<file path="src/rtl/s100_pkg.sv">
// Shared S-100 bus-master definitions: cycle state encoding, idle strobe
// levels and the A16..A19 pin-order helper for the reversed header wiring.
package s100_pkg;

    typedef enum logic [2:0] {
        ST_IDLE   = 3'd0,
        ST_SYNC   = 3'd1,
        ST_STVAL  = 3'd2,
        ST_STROBE = 3'd3,
        ST_WAIT   = 3'd4,
        ST_HOLD   = 3'd5
    } bus_state_t;

    localparam logic IDLE_PSYNC  = 1'b0;
    localparam logic IDLE_PSTVAL = 1'b1;
    localparam logic IDLE_PDBIN  = 1'b0;
    localparam logic IDLE_NPWR   = 1'b1;
    localparam logic IDLE_SMWRT  = 1'b0;

    localparam int WAIT_CNT_W = 8;

    // The board routes A19 to pin bit 0 and A16 to pin bit 3.
    function automatic logic [3:0] adr_hi_reverse(input logic [3:0] a19_16);
        return {a19_16[0], a19_16[1], a19_16[2], a19_16[3]};
    endfunction

endpackage

</file>
<file path="src/rtl/s100_wait_timer.sv">
// Shared strobe/wait counter: cleared by load, counts up on en, saturates
// at all-ones so a long RDY-low stretch can never wrap back to zero.
module s100_wait_timer #(
    parameter int STROBE_MIN = 2,
    parameter int TIMEOUT    = 255
) (
    input  logic pll0_2MHz,
    input  logic reset,
    input  logic load,
    input  logic en,
    output logic min_done,
    output logic timeout
);
    import s100_pkg::*;

    logic [WAIT_CNT_W-1:0] cnt;

    // Counter register: load has priority over counting.
    always_ff @(posedge pll0_2MHz) begin
        if (reset) begin
            cnt <= '0;
        end else if (load) begin
            cnt <= '0;
        end else if (en && (cnt != {WAIT_CNT_W{1'b1}})) begin
            cnt <= cnt + 1'b1;
        end
    end

    // Count starts at 0 on the first strobe cycle, so the last one sees MIN-1.
    assign min_done = (cnt == WAIT_CNT_W'(STROBE_MIN - 1));
    assign timeout  = (cnt == WAIT_CNT_W'(TIMEOUT));

endmodule

</file>
<file path="src/rtl/s100_bus_cycle_ctrl.sv">
// Single-transfer S-100 memory read/write cycle sequencer with RDY wait
// states and timeout abort. Outputs are registered from the next state so
// they line up with the state they belong to.
//
// state     | meaning
// ----------+-----------------------------------------------
// ST_IDLE   | bus idle, waiting for req
// ST_SYNC   | pSYNC high, status and address valid
// ST_STVAL  | pSYNC high, pSTVAL low pulse
// ST_STROBE | pDBIN / n_pWR active for STROBE_MIN cycles
// ST_WAIT   | strobe held, sampling RDY, counting wait states
// ST_HOLD   | strobes released, ack (and err on timeout)
module s100_bus_cycle_ctrl #(
    parameter int STROBE_MIN = 2,
    parameter int TIMEOUT    = 255
) (
    input  logic        pll0_2MHz,
    input  logic        reset,
    input  logic        req,
    input  logic        req_wr,
    input  logic [19:0] req_addr,
    input  logic [7:0]  req_wdata,
    output logic        ack,
    output logic [7:0]  rdata,
    output logic        err,
    output logic        busy,
    input  logic        RDY,
    output logic [15:0] S100adr0_15,
    output logic [3:0]  S100adr16_19,
    output logic [7:0]  S100dout,
    input  logic [7:0]  S100din,
    output logic        pSYNC,
    output logic        pSTVAL,
    output logic        pDBIN,
    output logic        n_pWR,
    output logic        sMWRT,
    output logic        F_add_oe,
    output logic        F_bus_stat_oe,
    output logic        F_bus_ctl_oe
);
    import s100_pkg::*;

    bus_state_t  state, next_state;
    logic        wr_q;
    logic [19:0] addr_q;
    logic [7:0]  wdata_q;

    logic accept, capture, abort;
    logic tmr_load, tmr_en, min_done, timeout;
    logic wr_next, strobe_next, sync_next, status_next;

    s100_wait_timer #(
        .STROBE_MIN(STROBE_MIN),
        .TIMEOUT   (TIMEOUT)
    ) u_wait_timer (
        .pll0_2MHz(pll0_2MHz),
        .reset    (reset),
        .load     (tmr_load),
        .en       (tmr_en),
        .min_done (min_done),
        .timeout  (timeout)
    );

    // State register.
    always_ff @(posedge pll0_2MHz) begin
        if (reset) begin
            state <= ST_IDLE;
        end else begin
            state <= next_state;
        end
    end

    // Next-state logic and per-cycle control strobes.
    always_comb begin
        next_state = state;
        accept     = 1'b0;
        capture    = 1'b0;
        abort      = 1'b0;
        tmr_load   = 1'b0;
        tmr_en     = 1'b0;
        case (state)
            ST_IDLE: begin
                if (req) begin
                    accept     = 1'b1;
                    next_state = ST_SYNC;
                end
            end
            ST_SYNC: begin
                next_state = ST_STVAL;
            end
            ST_STVAL: begin
                tmr_load   = 1'b1;
                next_state = ST_STROBE;
            end
            ST_STROBE: begin
                if (min_done) begin
                    tmr_load   = 1'b1;
                    next_state = ST_WAIT;
                end else begin
                    tmr_en = 1'b1;
                end
            end
            ST_WAIT: begin
                // RDY wins over a timeout landing in the same cycle.
                if (RDY) begin
                    capture    = ~wr_q;
                    next_state = ST_HOLD;
                end else if (timeout) begin
                    abort      = 1'b1;
                    next_state = ST_HOLD;
                end else begin
                    tmr_en = 1'b1;
                end
            end
            ST_HOLD: begin
                next_state = ST_IDLE;
            end
            default: begin
                next_state = ST_IDLE;
            end
        endcase
    end

    // On the accepting edge the latched direction is not yet visible.
    assign wr_next     = accept ? req_wr : wr_q;
    assign strobe_next = (next_state == ST_STROBE) || (next_state == ST_WAIT);
    assign sync_next   = (next_state == ST_SYNC) || (next_state == ST_STVAL);
    assign status_next = sync_next || strobe_next;

    // Request fields are captured once so the requester is free after ack.
    always_ff @(posedge pll0_2MHz) begin
        if (reset) begin
            wr_q    <= 1'b0;
            addr_q  <= '0;
            wdata_q <= '0;
        end else if (accept) begin
            wr_q    <= req_wr;
            addr_q  <= req_addr;
            wdata_q <= req_wdata;
        end
    end

    // Registered bus strobes, status, handshake and driver enables.
    always_ff @(posedge pll0_2MHz) begin
        if (reset) begin
            pSYNC         <= IDLE_PSYNC;
            pSTVAL        <= IDLE_PSTVAL;
            pDBIN         <= IDLE_PDBIN;
            n_pWR         <= IDLE_NPWR;
            sMWRT         <= IDLE_SMWRT;
            S100dout      <= '0;
            ack           <= 1'b0;
            err           <= 1'b0;
            busy          <= 1'b0;
            rdata         <= '0;
            F_add_oe      <= 1'b1;
            F_bus_stat_oe <= 1'b1;
            F_bus_ctl_oe  <= 1'b1;
        end else begin
            pSYNC         <= sync_next;
            pSTVAL        <= (next_state != ST_STVAL);
            pDBIN         <= strobe_next && !wr_next;
            n_pWR         <= !(strobe_next && wr_next);
            sMWRT         <= status_next && wr_next;
            S100dout      <= (strobe_next && wr_next) ? wdata_q : 8'h00;
            ack           <= (next_state == ST_HOLD);
            err           <= abort;
            busy          <= (next_state != ST_IDLE);
            F_add_oe      <= 1'b0;
            F_bus_stat_oe <= 1'b0;
            F_bus_ctl_oe  <= 1'b0;
            if (capture) begin
                rdata <= S100din;
            end
        end
    end

    assign S100adr0_15  = addr_q[15:0];
    assign S100adr16_19 = adr_hi_reverse(addr_q[19:16]);

endmodule
</file>
<file path="config.mk">
export PLATFORM = sky130hd
export DESIGN_NAME = s100_bus_cycle_ctrl
export DESIGN_NICKNAME = d
export VERILOG_FILES = /design/src/rtl/s100_pkg.sv /design/src/rtl/s100_wait_timer.sv /design/src/rtl/s100_bus_cycle_ctrl.sv
export SDC_FILE = /design/constraint.sdc
export NUM_CORES = 1
export LEC_CHECK = 0
export CORE_ASPECT_RATIO = 0.7
export CORE_MARGIN = 3
export CORE_UTILIZATION = 40
export DETAILED_ROUTE_END_ITERATION = 7
export HOLD_SLACK_MARGIN = 0.08
export PLACE_DENSITY = 0.75
export SETUP_SLACK_MARGIN = 0.2
export SKIP_LAST_GASP = 1
export SLEW_MARGIN = 0
export SYNTH_ARGS = -nofsm -noshare
export SYNTH_HDL_FRONTEND = slang
export SYNTH_SLANG_ARGS = --single-unit
</file>
<file path="constraint.sdc">
create_clock -name pll0_2MHz -period 1.7 [get_ports pll0_2MHz]
set_input_delay 0.51 -clock pll0_2MHz [delete_from_list [all_inputs] [get_ports pll0_2MHz]]
set_output_delay 0.51 -clock pll0_2MHz [all_outputs]
set_load 0.1 [all_outputs]
</file>
==> results.md <==
- The final route contains 2,435 vias.
- The tool flagged a number of max-cap violations equal to 0.
- VDD sags by at most 0.6014 mV.
- The end of the worst register-to-register path is u_wait_timer.cnt[6]$_SDFFE_PP0P_.
- The clock tree synthesis step divided the H-tree into 3 levels.
- Clock skew on the completed layout was measured at 8.459 ps.
- The worst register-to-register path has a depth of 6.
- A synthesized cell averages 8.990 sq um.
- Port buffering added 87 buffers.
- The setup slack on the worst flop-to-flop path is -40 ps.
- The final layout contains 449 nets.
- The number of violations reported at the end of detailed-routing iteration 0 is 104.
- The number of buffers inserted for hold repair after clock tree synthesis is 0.
- The data arrival time at the worst-slack endpoint is 1990 ps.
- The die is 72.49 microns tall.
- In this run, synthesis produced a sequential element count of 65.
- The delay contributed by the slowest stage of the critical path is 400 ps.
- The worst setup path is of the reg -> reg kind.
- Counting the fill cells in the layout gives 375.
- The total CTS buffers is 9.
- The endpoint required time on the critical path is 1950 ps.
- At the end of routability-driven placement, the weighted congestion stood at 0.8626.
- Once placement finished, the instance area stood at 4189 sq um.
- The worst hold path belongs to the class reg -> reg.
- The share of total power dissipated in combinational logic is 0.235.
- The initial utilization of the core area, before any placement, comes to 0.4261.
- The total half-perimeter wirelength after legalization and detailed placement is 4912 microns.
- The async set-reset flop share out of synthesis is 0.
- The most common flop cell mapped by yosys is dfxtp_1.
- The startpoint of the lowest-slack register-to-register path is u_wait_timer.cnt[1]$_SDFFE_PP0P_.
- The run finished, with violations left.
- The via count of the first global-routing pass was 2,450.
- STA classifies the critical path startpoint as a register.
- Counting flops with a built-in enable in the synthesized netlist gives 0.
- In this run the tightest slew margin relative to its limit is 0.7320.
- For this design the static power due to leakage is 1.878 nW.
- The clock slew seen by the registers of the worst setup and hold paths is 80 ps.
- Of the total power, registers draw 0.404.
- Across all setup checks in the final design, the least slack found is -35.30 ps.
- The number of top-level pins is 88.
- The die covers 7320 sq um.
- The count of TritonRoute iterations in the first routing pass is 4.
- The max-slew violation count came to 0.
- The number of standard cells after synthesis is 281.
- The internal power is 2.830 mW.
- The number of hold-slack violations in the final timing report came to 0.
- The average wire per cell in the routed design is 14.87 microns.
- Of the total synthesized cell area, the portion taken by AND, OR, NAND and NOR gates is 0.2055.
- The kind of end point of the critical path is a register.
- The critical path goes through inv_2 > ha_4 > nor4b_4 > a211o_4 > a2111o_1 > a211oi_2.
- The number of distinct library cells after synthesis is 38.
- The total number of placement rows is 23.
- The final reports fail on negative setup slack.
- The slowest stage of the critical path belongs to the cell a2111o_1.
- The total of endpoints with negative setup slack in the final report is 1.
- The post-synthesis compound-gate area fraction is 0.1615.
- Prior to clock tree synthesis, the placed netlist has a worst setup slack of -498.3 ps.
- The transition at the pin with the smallest max-transition slack is 398.9 ps.
- The remaining design rule violation count is 0.
- The clock tree from TritonCTS is yes.
- The finished cells cover 4705 sq um.
- The pin count of the biggest net entering global routing is 39.
- For hold timing, the worst endpoint is wdata_q[2]$_SDFFE_PP0P_.
- The number of synthesis warnings is 0.
- The minimum clock period after layout is 1735 ps.
- In the final layout, the share of cells above drive strength 1 is 0.3552.
- Setup repair after global routing could not meet its margin everywhere.
- Of the total power, the clock network draws 0.360.
- The fraction of power spent switching nets is 0.3057.
- In this run the remaining antenna-violating nets after routing total 0.
- The longest clock path from root to sink contains 2 buffers.
- Measured against the total synthesized area, the mux share comes to 0.05547.
- The tightest hold path in the finished design has a slack of 459.5 ps.
- The number of antenna diodes in the final layout is 0.
- The width of the die is 101.0 microns.
- After detailed routing, the number of vias per cell comes to 5.010.
- The post-synthesis cell area is 2526 sq um.
- Detailed routing placed a total of 552 microns of wire on met3.
- Of the total synthesized cell area, the portion taken by full adders, half adders and majority gates is 0.009906.
- The portion of the clock cycle consumed by the worst path in the final layout is 1.021.
- Dividing total power by cell area gives a power density of 866.4 nW/um^2.
- Of the synthesized area, sequential elements account for 0.5151.
- The core area is 5928 sq um.
- The wire length reported by the detailed router is 7227 microns.
- The number of antenna violations at the first check in global routing was 0.
- The cell chosen for the clock root is clkbuf_8.
- The number of nets produced by synthesis is 324.
- The reported net switching power is 1.246 mW.
- Counting instances, the worst hold path has a depth of 2.
- Summed over all nets, wire length on met2 after detailed routing comes to 3474 microns.
- The uppermost signal routing layer after detailed routing is met4.
- The sum of overflow across all layers after global routing is 0.
- The largest family of logic cells by synthesized area is simple AND/OR/NAND/NOR gates.
- Of the total synthesized cell area, the portion taken by XOR and XNOR cells is 0.
- The worst hold path begins at wdata_q[2]$_SDFFE_PP0P_.
- The insertion delay of the later-clocked pin in the worst-skew pair is 330 ps.
- The first global-routing pass estimated 11,650 microns of wire.
- The design draws 4.076 mW.
- The global routing usage summed across all routing layers is 0.2023.
- The area growth from synthesis to final layout is 86.23%.
- Of all nets on the critical path, the largest fanout is 6.
- For this block, wires on met1 add up to 3142 microns.
- The clock net in this run drives a total of 65 sinks.
- For this run, the top clock speed supported by timing is 576.3 MHz.
## metrics by stage
stage               setup TNS (ps)  utilization  cells
floorplan                        0            -    281
detailed placement          -13660       0.7066    455
global placement            -11660       0.7066    455
finish                      -35.30       0.7936    486
global route                -655.5       0.7936    486
CTS                              0       0.7727    480
## worst max-delay path, delay by kind of cell (launching register included)
family	cells	cell delay [ps]
compound gates	3	970
fa+ha+maj	1	140
buf+inv	1	50
flops	1	340
simple gates	1	140
## metal layers
metal  up-vias  global-route usage
met2        77              0.3275
li1       1222                   -
met3         6             0.07685
met1      1130              0.2513
met5         -                   0
met4         0             0.06195
## cell usage in the layout (no fill, tap or decap), types with 3 or more instances in the layout
master,count
dfxtp_1,59
nand2_1,58
buf_12,51
clkdlybuf4s50_1,37
buf_4,37
a21oi_1,28
nor2_1,13
mux2i_1,13
o211ai_1,11
inv_1,9
clkbuf_8,9
and2_1,7
dfxtp_4,5
a21oi_2,4
buf_6,4
nand2b_1,3
nor4_1,3
o21ai_0,3
clkinv_4,3
## layout make-up
class	instances	area [sq um]	share of cell area
timing repair buffer	133	1742	0.3702
sequential	65	1321	0.2809
multi-input combinational	186	1281	0.2723
clock buffer	9	123.9	0.02633
clock inverter	7	101.3	0.02154
tap	75	93.84	0.01995
inverter	11	41.29	0.008777
## worst max-delay path by stage
stage                                                   to                              from  cells past startpoint
after floorplan           u_wait_timer.cnt[6]$_SDFFE_PP0P_  u_wait_timer.cnt[1]$_SDFFE_PP0P_                      7
after global placement              S100dout[5]$_SDFF_PP0_                               req                      6
after detailed placement                  pDBIN$_SDFF_PP0_                               req                      5
after CTS                 u_wait_timer.cnt[6]$_SDFFE_PP0P_  u_wait_timer.cnt[1]$_SDFFE_PP0P_                      6
after global routing      u_wait_timer.cnt[6]$_SDFFE_PP0P_  u_wait_timer.cnt[1]$_SDFFE_PP0P_                      6
final                     u_wait_timer.cnt[6]$_SDFFE_PP0P_  u_wait_timer.cnt[1]$_SDFFE_PP0P_                      6
## power groups by stage
stage | Sequential [mW] | Clock [mW] | Combinational (mW)
after CTS | 1.65 | 1.51 | 0.928
after detailed placement | 1.69 | 0 | 0.896
after global placement | 1.68 | 0 | 0.884
final | 1.65 | 1.47 | 0.960
after global routing | 1.66 | 1.58 | 1.00
after floorplan | 1.97 | 0 | 0.210
## cells by family after synthesis
logic type,count (synthesis)
AND/OR/NAND/NOR,107
adder cells (fa/ha/maj),2
flip-flops,65
buffers and inverters,30
AO/OA/AOI/OAI,63
multiplexers,14
## flip-flops by register name (all words and copies together) (netlist names), 3 cells and up
register / cells
addr_q: 20
S100dout: 8
rdata: 8
u_wait_timer.cnt: 8
wdata_q: 8
state: 3
## cell usage after synthesis (2+ instances only)
| master | count | share of area |
|---|---|---|
| nand2_1 | 58 | 0.086 |
| buf_4 | 4 | 0.012 |
| and2_1 | 8 | 0.020 |
| and4_1 | 2 | 0.0069 |
| o21ai_0 | 4 | 0.0079 |
| nand3_1 | 2 | 0.0040 |
| mux2i_1 | 14 | 0.055 |
| nor2b_1 | 3 | 0.0074 |
| nand2b_1 | 4 | 0.0099 |
| a211oi_1 | 3 | 0.0089 |
| dfxtp_1 | 65 | 0.52 |
| a2111oi_0 | 2 | 0.0069 |
| nor3_1 | 2 | 0.0040 |
| inv_1 | 10 | 0.015 |
| ha_1 | 2 | 0.0099 |
| nand3b_1 | 2 | 0.0059 |
| clkbuf_1 | 11 | 0.016 |
| buf_2 | 4 | 0.0079 |
| nor4_1 | 4 | 0.0099 |
| o211ai_1 | 11 | 0.033 |
| nor4b_2 | 2 | 0.012 |
| a21oi_1 | 34 | 0.067 |
| nor2_1 | 15 | 0.022 |
## repair_timing
item,4_1_cts,5_1_grt
gates resized for setup,27,18
setup endpoints to repair,59,60
pin swaps,13,5
cloned,1,0
buffers inserted,8,6
No activity file was read; power rests on OpenSTA's default activity.
